<file path="src/rtl/memory_access_sequencer_pkg.sv">
// Shared types and constants for the memory access sequencer:
// FSM state encoding, access-type encodings, PC reset value and PC step.
package memory_access_sequencer_pkg;

  typedef enum logic [2:0] {
    IDLE,
    FETCH,
    LOAD,
    STORE,
    DONE
  } state_e;

  localparam logic [1:0] OP_NONE  = 2'b00;
  localparam logic [1:0] OP_FETCH = 2'b01;
  localparam logic [1:0] OP_LOAD  = 2'b10;
  localparam logic [1:0] OP_STORE = 2'b11;

  localparam logic [31:0] PC_RESET_DEFAULT = 32'h0040_0000;
  localparam int unsigned PC_INCREMENT     = 4;

endpackage

</file>
<file path="src/rtl/memory_access_sequencer_enabled_register.sv">
// Register with load enable and an asynchronous active-low reset to a
// parameterised value; holds the PC, the instruction register and the MDR.
module enabled_register #(
  parameter int              WIDTH       = 32,
  parameter logic [WIDTH-1:0] RESET_VALUE = '0
) (
  input  logic             clk,
  input  logic             reset,
  input  logic             load_en,
  input  logic [WIDTH-1:0] d,
  output logic [WIDTH-1:0] q
);

  always_ff @(posedge clk or negedge reset) begin
    if (!reset) begin
      q <= RESET_VALUE;
    end else if (load_en) begin
      q <= d;
    end
  end

endmodule

</file>
<file path="src/rtl/memory_access_sequencer.sv">
// Sequences instruction fetches, loads and stores to a combinational memory,
// one access at a time, with a one-cycle completion pulse and misalignment flag.
module memory_access_sequencer
  import memory_access_sequencer_pkg::*;
#(
  parameter int                    DATA_WIDTH = 32,
  parameter logic [DATA_WIDTH-1:0] PC_RESET   = DATA_WIDTH'(PC_RESET_DEFAULT)
) (
  input  logic                  clk,
  input  logic                  reset,
  input  logic                  Req_Valid_i,
  input  logic [1:0]            Op_i,
  input  logic [DATA_WIDTH-1:0] Data_Address_i,
  input  logic [DATA_WIDTH-1:0] Store_Data_i,
  input  logic                  PC_Load_i,
  input  logic [DATA_WIDTH-1:0] PC_Load_Value_i,
  input  logic [DATA_WIDTH-1:0] Mem_Read_Data_i,
  output logic [DATA_WIDTH-1:0] Mem_Address_o,
  output logic                  Mem_Write_Enable_o,
  output logic [DATA_WIDTH-1:0] Mem_Write_Data_o,
  output logic                  Req_Ready_o,
  output logic                  Done_o,
  output logic                  Error_o,
  output logic [DATA_WIDTH-1:0] Instruction_Reg_o,
  output logic [DATA_WIDTH-1:0] Mem_Data_Reg_o,
  output logic [DATA_WIDTH-1:0] PC_o
);

  state_e                state_q;
  state_e                state_next;
  logic                  capture;
  logic                  misaligned;
  logic [DATA_WIDTH-1:0] addr_q;
  logic [DATA_WIDTH-1:0] data_q;
  logic                  err_q;
  logic                  pc_load_en;
  logic [DATA_WIDTH-1:0] pc_d;

  assign misaligned = (Data_Address_i[1:0] != 2'b00);

  always_ff @(posedge clk or negedge reset) begin
    if (!reset) begin
      state_q <= IDLE;
    end else begin
      state_q <= state_next;
    end
  end

  // Misaligned loads/stores skip the memory state and report through DONE.
  always_comb begin
    state_next = state_q;
    capture    = 1'b0;
    case (state_q)
      IDLE: begin
        if (Req_Valid_i && (Op_i != OP_NONE)) begin
          capture = 1'b1;
          if (Op_i == OP_FETCH) begin
            state_next = FETCH;
          end else if (misaligned) begin
            state_next = DONE;
          end else if (Op_i == OP_LOAD) begin
            state_next = LOAD;
          end else begin
            state_next = STORE;
          end
        end
      end
      FETCH, LOAD, STORE: state_next = DONE;
      DONE:               state_next = IDLE;
      default:            state_next = IDLE;
    endcase
  end

  always_ff @(posedge clk or negedge reset) begin
    if (!reset) begin
      addr_q <= '0;
      data_q <= '0;
      err_q  <= 1'b0;
    end else if (capture) begin
      addr_q <= Data_Address_i;
      data_q <= Store_Data_i;
      err_q  <= (Op_i != OP_FETCH) && misaligned;
    end
  end

  // A redirect only lands in IDLE, so a same-cycle fetch reads the new target.
  assign pc_load_en = ((state_q == IDLE) && PC_Load_i) || (state_q == FETCH);
  assign pc_d       = (state_q == FETCH) ? PC_o + DATA_WIDTH'(PC_INCREMENT)
                                         : PC_Load_Value_i;

  enabled_register #(.WIDTH(DATA_WIDTH), .RESET_VALUE(PC_RESET)) u_pc (
    .clk(clk), .reset(reset), .load_en(pc_load_en), .d(pc_d), .q(PC_o)
  );

  enabled_register #(.WIDTH(DATA_WIDTH), .RESET_VALUE('0)) u_ir (
    .clk(clk), .reset(reset), .load_en(state_q == FETCH),
    .d(Mem_Read_Data_i), .q(Instruction_Reg_o)
  );

  enabled_register #(.WIDTH(DATA_WIDTH), .RESET_VALUE('0)) u_mdr (
    .clk(clk), .reset(reset), .load_en(state_q == LOAD),
    .d(Mem_Read_Data_i), .q(Mem_Data_Reg_o)
  );

  assign Mem_Address_o      = ((state_q == LOAD) || (state_q == STORE)) ? addr_q : PC_o;
  assign Mem_Write_Enable_o = (state_q == STORE);
  assign Mem_Write_Data_o   = data_q;
  assign Req_Ready_o        = (state_q == IDLE);
  assign Done_o             = (state_q == DONE);
  assign Error_o            = (state_q == DONE) && err_q;

endmodule

</file>
<file path="config.mk">
export PLATFORM = sky130hd
export DESIGN_NAME = memory_access_sequencer
export DESIGN_NICKNAME = d
export VERILOG_FILES = /design/src/rtl/memory_access_sequencer_pkg.sv /design/src/rtl/memory_access_sequencer_enabled_register.sv /design/src/rtl/memory_access_sequencer.sv
export SDC_FILE = /design/constraint.sdc
export NUM_CORES = 1
export LEC_CHECK = 0
export CORE_UTILIZATION = 45
export DETAILED_ROUTE_END_ITERATION = 10
export GPL_TIMING_DRIVEN = 1
export PLACE_DENSITY = 0.86
export SYNTH_ARGS = -nofsm -noshare
export SYNTH_HDL_FRONTEND = slang
export SYNTH_HIERARCHICAL = 1
export SYNTH_SLANG_ARGS = --single-unit
</file>
<file path="constraint.sdc">
create_clock -name clk -period 2.5 [get_ports clk]
set_clock_uncertainty 0.1 [all_clocks]
set_input_delay 0.5 -clock clk [delete_from_list [all_inputs] [get_ports clk]]
set_output_delay 0.5 -clock clk [all_outputs]
set_load 0.02 [all_outputs]
</file>
==> Word-level counts from Yosys, hierarchy flattened <==
Cells that the tools add are included.
{ "word_totals": {"register_bits": 164, "input_bits": 134, "out_inout_bits": 164, "elab_cells": 35} }
{ "op_classes": {"n_addsub": 1, "n_eq_ne": 8, "muxes": 9, "reduce_logical": 10} }
{ "op_table": {"columns": ["op", "count"], "rows": [
  ["$mux W32", 2],
  ["$add A32 B3 Y32 const B", 1],
  ["$mux W3", 3],
  ["$eq A3 B2 Y1 const B", 2],
  ["$pmux W3 S2", 1],
  ["$logic_and A1 B1 Y1", 4],
  ["$ne A2 B1 Y1 const B", 2],
  ["$reduce_bool A2 Y1", 2],
  ["$eq A3 B1 Y1 const B", 1],
  ["$eq A3 B3 Y1 const B", 1],
  ["$logic_not A3 Y1", 1],
  ["$mux W1", 3],
  ["$reduce_or A3 Y1", 1],
  ["$eq A2 B1 Y1 const B", 1],
  ["$eq A2 B2 Y1 const B", 1],
  ["$logic_or A1 B1 Y1", 2]
]} }

==> Depth between registers and ports, before layout <==
{ "logic_depth": {"word_depth": 6, "ltp_mapped": 7, "mapped_depth_nobuf": 6} }

==> Hierarchy <==
The synthesis kept the hierarchy.
{ "by_module_without_submodules": {"columns": ["mod", "n_inst", "cells_per_inst", "area_each_um2", "seq_area_each_um2"], "rows": [
  ["memory_access_sequencer", 1, 364, 3885.0, 1701.6],
  ["enabled_register at u_ir ...", 2, 68, 1345.0, 800.8],
  ["enabled_register at u_pc", 1, 68, 1346.3, 802.0]
]} }

==> Worst setup path before layout <==
Ideal clock, no wire load.
{ "synth_timing": {"kind": "register to register", "startpoint": "register u_pc.q[2]", "endpoint": "register u_pc.q[28]", "setup_ns": 0.065, "arrival_ns": 2.155, "required_time_ns": 2.335, "setup_slack_ns": 0.180, "stages_incl_launch_ff": 7, "path_buffers": 0, "synth_period_minus_slack_ns": 2.320, "cell_sequence": "dfrtp_1 > ha_1 > nand4_1 > or4_4 > or4_1 > a31oi_1 > mux2_4"} }
{ "synth_via": {"elab_chain_cells": 2} }
{ "synth_lines": {"columns": ["item", "line", "source"], "rows": [
  ["start, declared", "memory_access_sequencer_enabled_register.sv:11", "output logic [WIDTH-1:0] q"],
  ["start signal, assigned", "memory_access_sequencer_enabled_register.sv:16", "q <= RESET_VALUE;"],
  ["start signal, assigned", "memory_access_sequencer_enabled_register.sv:18", "q <= d;"],
  ["$add A32 B3 Y32", "memory_access_sequencer.sv:88", "assign pc_d = (state_q == FETCH) ? PC_o + DATA_WIDTH'(PC_INCREMENT)"],
  ["$mux W32", "memory_access_sequencer.sv:88", null],
  ["named net pc_d[28]", "memory_access_sequencer.sv:37", "logic [DATA_WIDTH-1:0] pc_d;"]
]} }
The timed path passes the listed nets, and every way through them passes these cells.
A chain may end at the register's enable or synchronous reset.

==> Worst setup path after layout <==
{ "layout_timing": {"startpoint": "register state_q[2]", "endpoint": "output Mem_Address_o[30]"} }
{ "layout_via": {"elab_chain_cells": 3, "word_cells_on_any_way": 4, "cone_classes": "2 x eq/ne; 1 x mux; 1 x reduce/logical"} }
{ "layout_lines": {"columns": ["item", "line", "source"], "rows": [
  ["start, declared", "memory_access_sequencer.sv:29", "state_e state_q;"],
  ["start signal, assigned", "memory_access_sequencer.sv:45", "state_q <= state_next;"],
  ["$eq A3 B2 Y1", "memory_access_sequencer.sv:105", "assign Mem_Address_o = ((state_q == LOAD) || (state_q == STORE)) ? addr_q : PC_o;"],
  ["$logic_or A1 B1 Y1 (*)", "memory_access_sequencer.sv:105", null],
  ["$mux W32 (*)", "memory_access_sequencer.sv:105", null],
  ["end, declared", "memory_access_sequencer.sv:18", "output logic [DATA_WIDTH-1:0] Mem_Address_o,"]
]} }
Mark *: on every way between the ends. The rest lies on a longest branch, timed or not.

==> results.toml <==
[status]
status = "complete, no violations"

[global_route]
overflow = 0
grt_pass1_vias = 6050
grt_max_degree = 66
grt_pass1_wl_um = 32800
grtUsageTotal = 0.235
antenna_found_initial = 0

[critical_path]
max_stage_delay_ns = 0.39
crit-reg2reg-launch = "u_pc/q[7]$_DFFE_PN0P_"
cp.required_ns = 1.90
crit_start = "state_q[2]$_DFFE_PN0P_"
reg2reg_depth = 5
cp-end-kind = "output port"
path_cells = "nand2b_4 > buf_12 > mux2_2 > dlygate4sd2_1"
cp-start-kind = "register"
worst-setup-path-type = "register to output port"
cp_max_fo = 17
cp_data_arrival_time_ns = 1.84
rrSetupSlack_ns = 0.13
reg2reg_to = "u_pc/q[29]$_DFFE_PN0P_"
cp_slowest_cell = "dfrtp_1"

[routing]
drt-total-wl_um = 21000
drtAntennaViolNets = 0
vias = 5756
drt_iter0_drc = 205
drc = 0
dr.pass1.iters = 4
wl_per_cell_um = 18.7
viasPerCell = 5.15

[clock_tree]
clockBufferDepth = 2
root_buffer = "clkbuf_16"
cts_buffers = 17
insertion_delay_ns = 0.41
htreeDepth = 4
clk_pin_slew_worst_paths_ns = 0.07
cts_tree = "done"
clock_sinks = 164

[floorplanning]
core_area_um2 = 17200
die-area_um2 = 18100
floorplan.initialDensity = 0.460
die_w_um = 135
num_rows = 48
die_h_um = 135
ios = 298

[power_and_ir_drop]
total_leakage_power_nw = 5.03
peakVddDrop_uv = 672
p_per_area_nw_per_um2 = 947

[cells_and_area]
nets = 1015
drive_gt1_frac = 0.297
syn_to_final_growth_pct = 48.7
instances_no_fill = 1118
final_util = 0.683
diodes = 0

[hold_path]
hold-path-cell-count = 1
min_to = "Mem_Write_Data_o[10]$_DFFE_PN0P_"
holdCritPathClass = "register to register"
min_from = "Mem_Write_Data_o[10]$_DFFE_PN0P_"

[synthesis]
ys_seq_area_frac = 0.518
syn_nets = 703
syn_inst = 568
yosysWarningCount = 6
netlist_area_um2 = 7920
syn_avg_cell_area_um2 = 13.9
synth-seq-cells = 164
synth_cell_type_count = 37

[place]
post-place-cells = 1084
hpwlAfterDp_um = 15100
dpl_worst_slack_ns = 0.175
io_buffers = 297
place_congestion = 0.790

[sta]
fin_ws_ns = 0.0633
period_needed_ns = 2.44
maxClockFrequency_ghz = 0.410
maxSlewViolCount = 0
timing.setup.tns_ns = 0
setup_viol = 0
worstMarginPinSlew_ns = 0.531
report.final.hold_viol_count = 0
relSlewSlack = 0.646
fin_crit_sh = 0.975

[flow_run]
max-cap-violations = 0
-- cells by family after synthesis --
family / Yosys count / share of synthesized area
AO/OA/AOI/OAI: 50 / 0.0371
adder cells (fa/ha/maj): 1 / 0.00158
multiplexers: 192 / 0.316
AND/OR/NAND/NOR: 109 / 0.0719
flip-flops: 164 / 0.518
XOR/XNOR: 12 / 0.0133
buffers and inverters: 40 / 0.0423
-- sequential cells by signal, indices dropped and copies added (netlist names) --
signal	count
Mem_Write_Data_o	32
addr_q	32
u_ir/q	32
u_mdr/q	32
u_pc/q	32
state_q	3
err_q	1
-- worst max-delay path, delay by kind of cell (launching register included) --
kind,cells,cell delay (ns)
buf+inv,2,0.51
simple gates,1,0.18
mux,1,0.35
flops,1,0.39
-- routing by layer --
layer | track usage | vias up | part of all wire
met4 | 0.0818 | 0 | 0.019
li1 | - | 2678 | -
met1 | 0.286 | 2818 | 0.41
met2 | 0.402 | 232 | 0.50
met5 | 0 | - | 0
met3 | 0.0608 | 28 | 0.078
-- synth_stat cells --
cell | count | area share
o21ai_0 | 23 | 0.015
clkinv_1 | 1 | 0.00047
nand3_1 | 9 | 0.0057
buf_6 | 4 | 0.0057
ha_1 | 1 | 0.0016
and2_1 | 3 | 0.0024
inv_1 | 4 | 0.0019
or3_1 | 8 | 0.0063
nor2_1 | 24 | 0.011
and4_1 | 3 | 0.0033
and3_1 | 3 | 0.0024
buf_2 | 7 | 0.0044
nand2b_1 | 1 | 0.00079
o22ai_1 | 1 | 0.00079
nand4_2 | 1 | 0.0016
o31ai_1 | 7 | 0.0066
xor2_1 | 8 | 0.0088
clkbuf_1 | 13 | 0.0062
and4_2 | 1 | 0.0013
mux2_4 | 90 | 0.17
nand4_1 | 12 | 0.0095
buf_1 | 2 | 0.00095
or4_1 | 7 | 0.0066
dfrtp_1 | 163 | 0.51
mux2_2 | 102 | 0.15
o211ai_1 | 1 | 0.00095
a31oi_1 | 16 | 0.013
buf_12 | 9 | 0.023
or4_4 | 2 | 0.0028
a21oi_1 | 1 | 0.00063
nor4b_1 | 1 | 0.0011
dfstp_2 | 1 | 0.0033
o21a_1 | 1 | 0.00095
or3_2 | 1 | 0.00095
nand2_1 | 32 | 0.015
nor3_1 | 1 | 0.00063
xnor2_1 | 4 | 0.0044
-- through the flow --
stage / cell area (µm²) / power (mW) / hold slack (ns)
after global routing: 11800 / 11.7 / 0.412
after floorplan: 7920 / 6.37 / 0.104
after global placement: 11200 / 8.54 / 0.382
final: 11800 / 11.2 / 0.407
after CTS: 11800 / 11.3 / 0.409
after detailed placement: 11200 / 8.66 / 0.392
-- cells in the final DEF, fill, tap and decap left out, types with 2 or more instances in the layout --
master / Yosys / final
xnor2_1: 4 / 4
dlygate4sd2_1: 0 / 34
mux2_4: 90 / 90
buf_12: 9 / 8
a31oi_1: 16 / 16
clkinv_4: 0 / 2
dfrtp_1: 163 / 163
or4_4: 2 / 2
inv_1: 4 / 4
dlymetal6s2s_1: 0 / 2
buf_4: 0 / 22
inv_8: 0 / 2
bufinv_16: 0 / 2
xor2_1: 8 / 8
nor2_4: 0 / 2
nand2_1: 32 / 32
o21ai_0: 23 / 23
nand3_1: 9 / 9
nor2_1: 24 / 22
and4_1: 3 / 3
o31ai_1: 7 / 7
or3_1: 8 / 8
and2_1: 3 / 3
inv_6: 0 / 6
clkbuf_16: 0 / 17
mux2_2: 102 / 102
and3_1: 3 / 3
nand4_1: 12 / 12
clkdlybuf4s50_1: 0 / 260
or4_1: 7 / 7
-- worst max path at each step --
| stage | end | slack, ns | cells past startpoint |
|---|---|---|---|
| after global placement | u_pc/q[26]$_DFFE_PN0P_ | 0.21 | 5 |
| after floorplan | u_pc/q[28]$_DFFE_PN0P_ | 0.18 | 6 |
| after detailed placement | u_pc/q[26]$_DFFE_PN0P_ | 0.17 | 5 |
| final | Mem_Address_o[30] | 0.06 | 4 |
| after CTS | Req_Ready_o | 0.008 | 2 |
| after global routing | Mem_Address_o[30] | -0.005 | 4 |
-- area by class of cell --
type	instances	area [µm²]
fillers	1254	5460
well taps	225	282
multi-input cells	364	3500
inverters	5	18.8
clock buffers	18	429
clock inverters	14	165
repair buffers	328	3270
flip-flops and latches	164	4110
-- timing repair --
| item | CTS | global route |
|---|---|---|
| setup endpoints to repair | 34 | 34 |
| buffers inserted | 0 | 1 |
| hold buffers | 1 | 0 |
| gates cloned | 0 | 0 |
| hold endpoints to repair | 46 | 0 |
| resized for setup | 35 | 2 |
-- power breakdown --
part	switching, mW	leakage [nW]	internal, mW
combinational	2.01	2.79	2.53
clock	1.14	0.291	1.51
sequential	0.552	1.95	3.42
total	3.70	5.03	7.45
No activity file was read; power rests on OpenSTA's default activity.
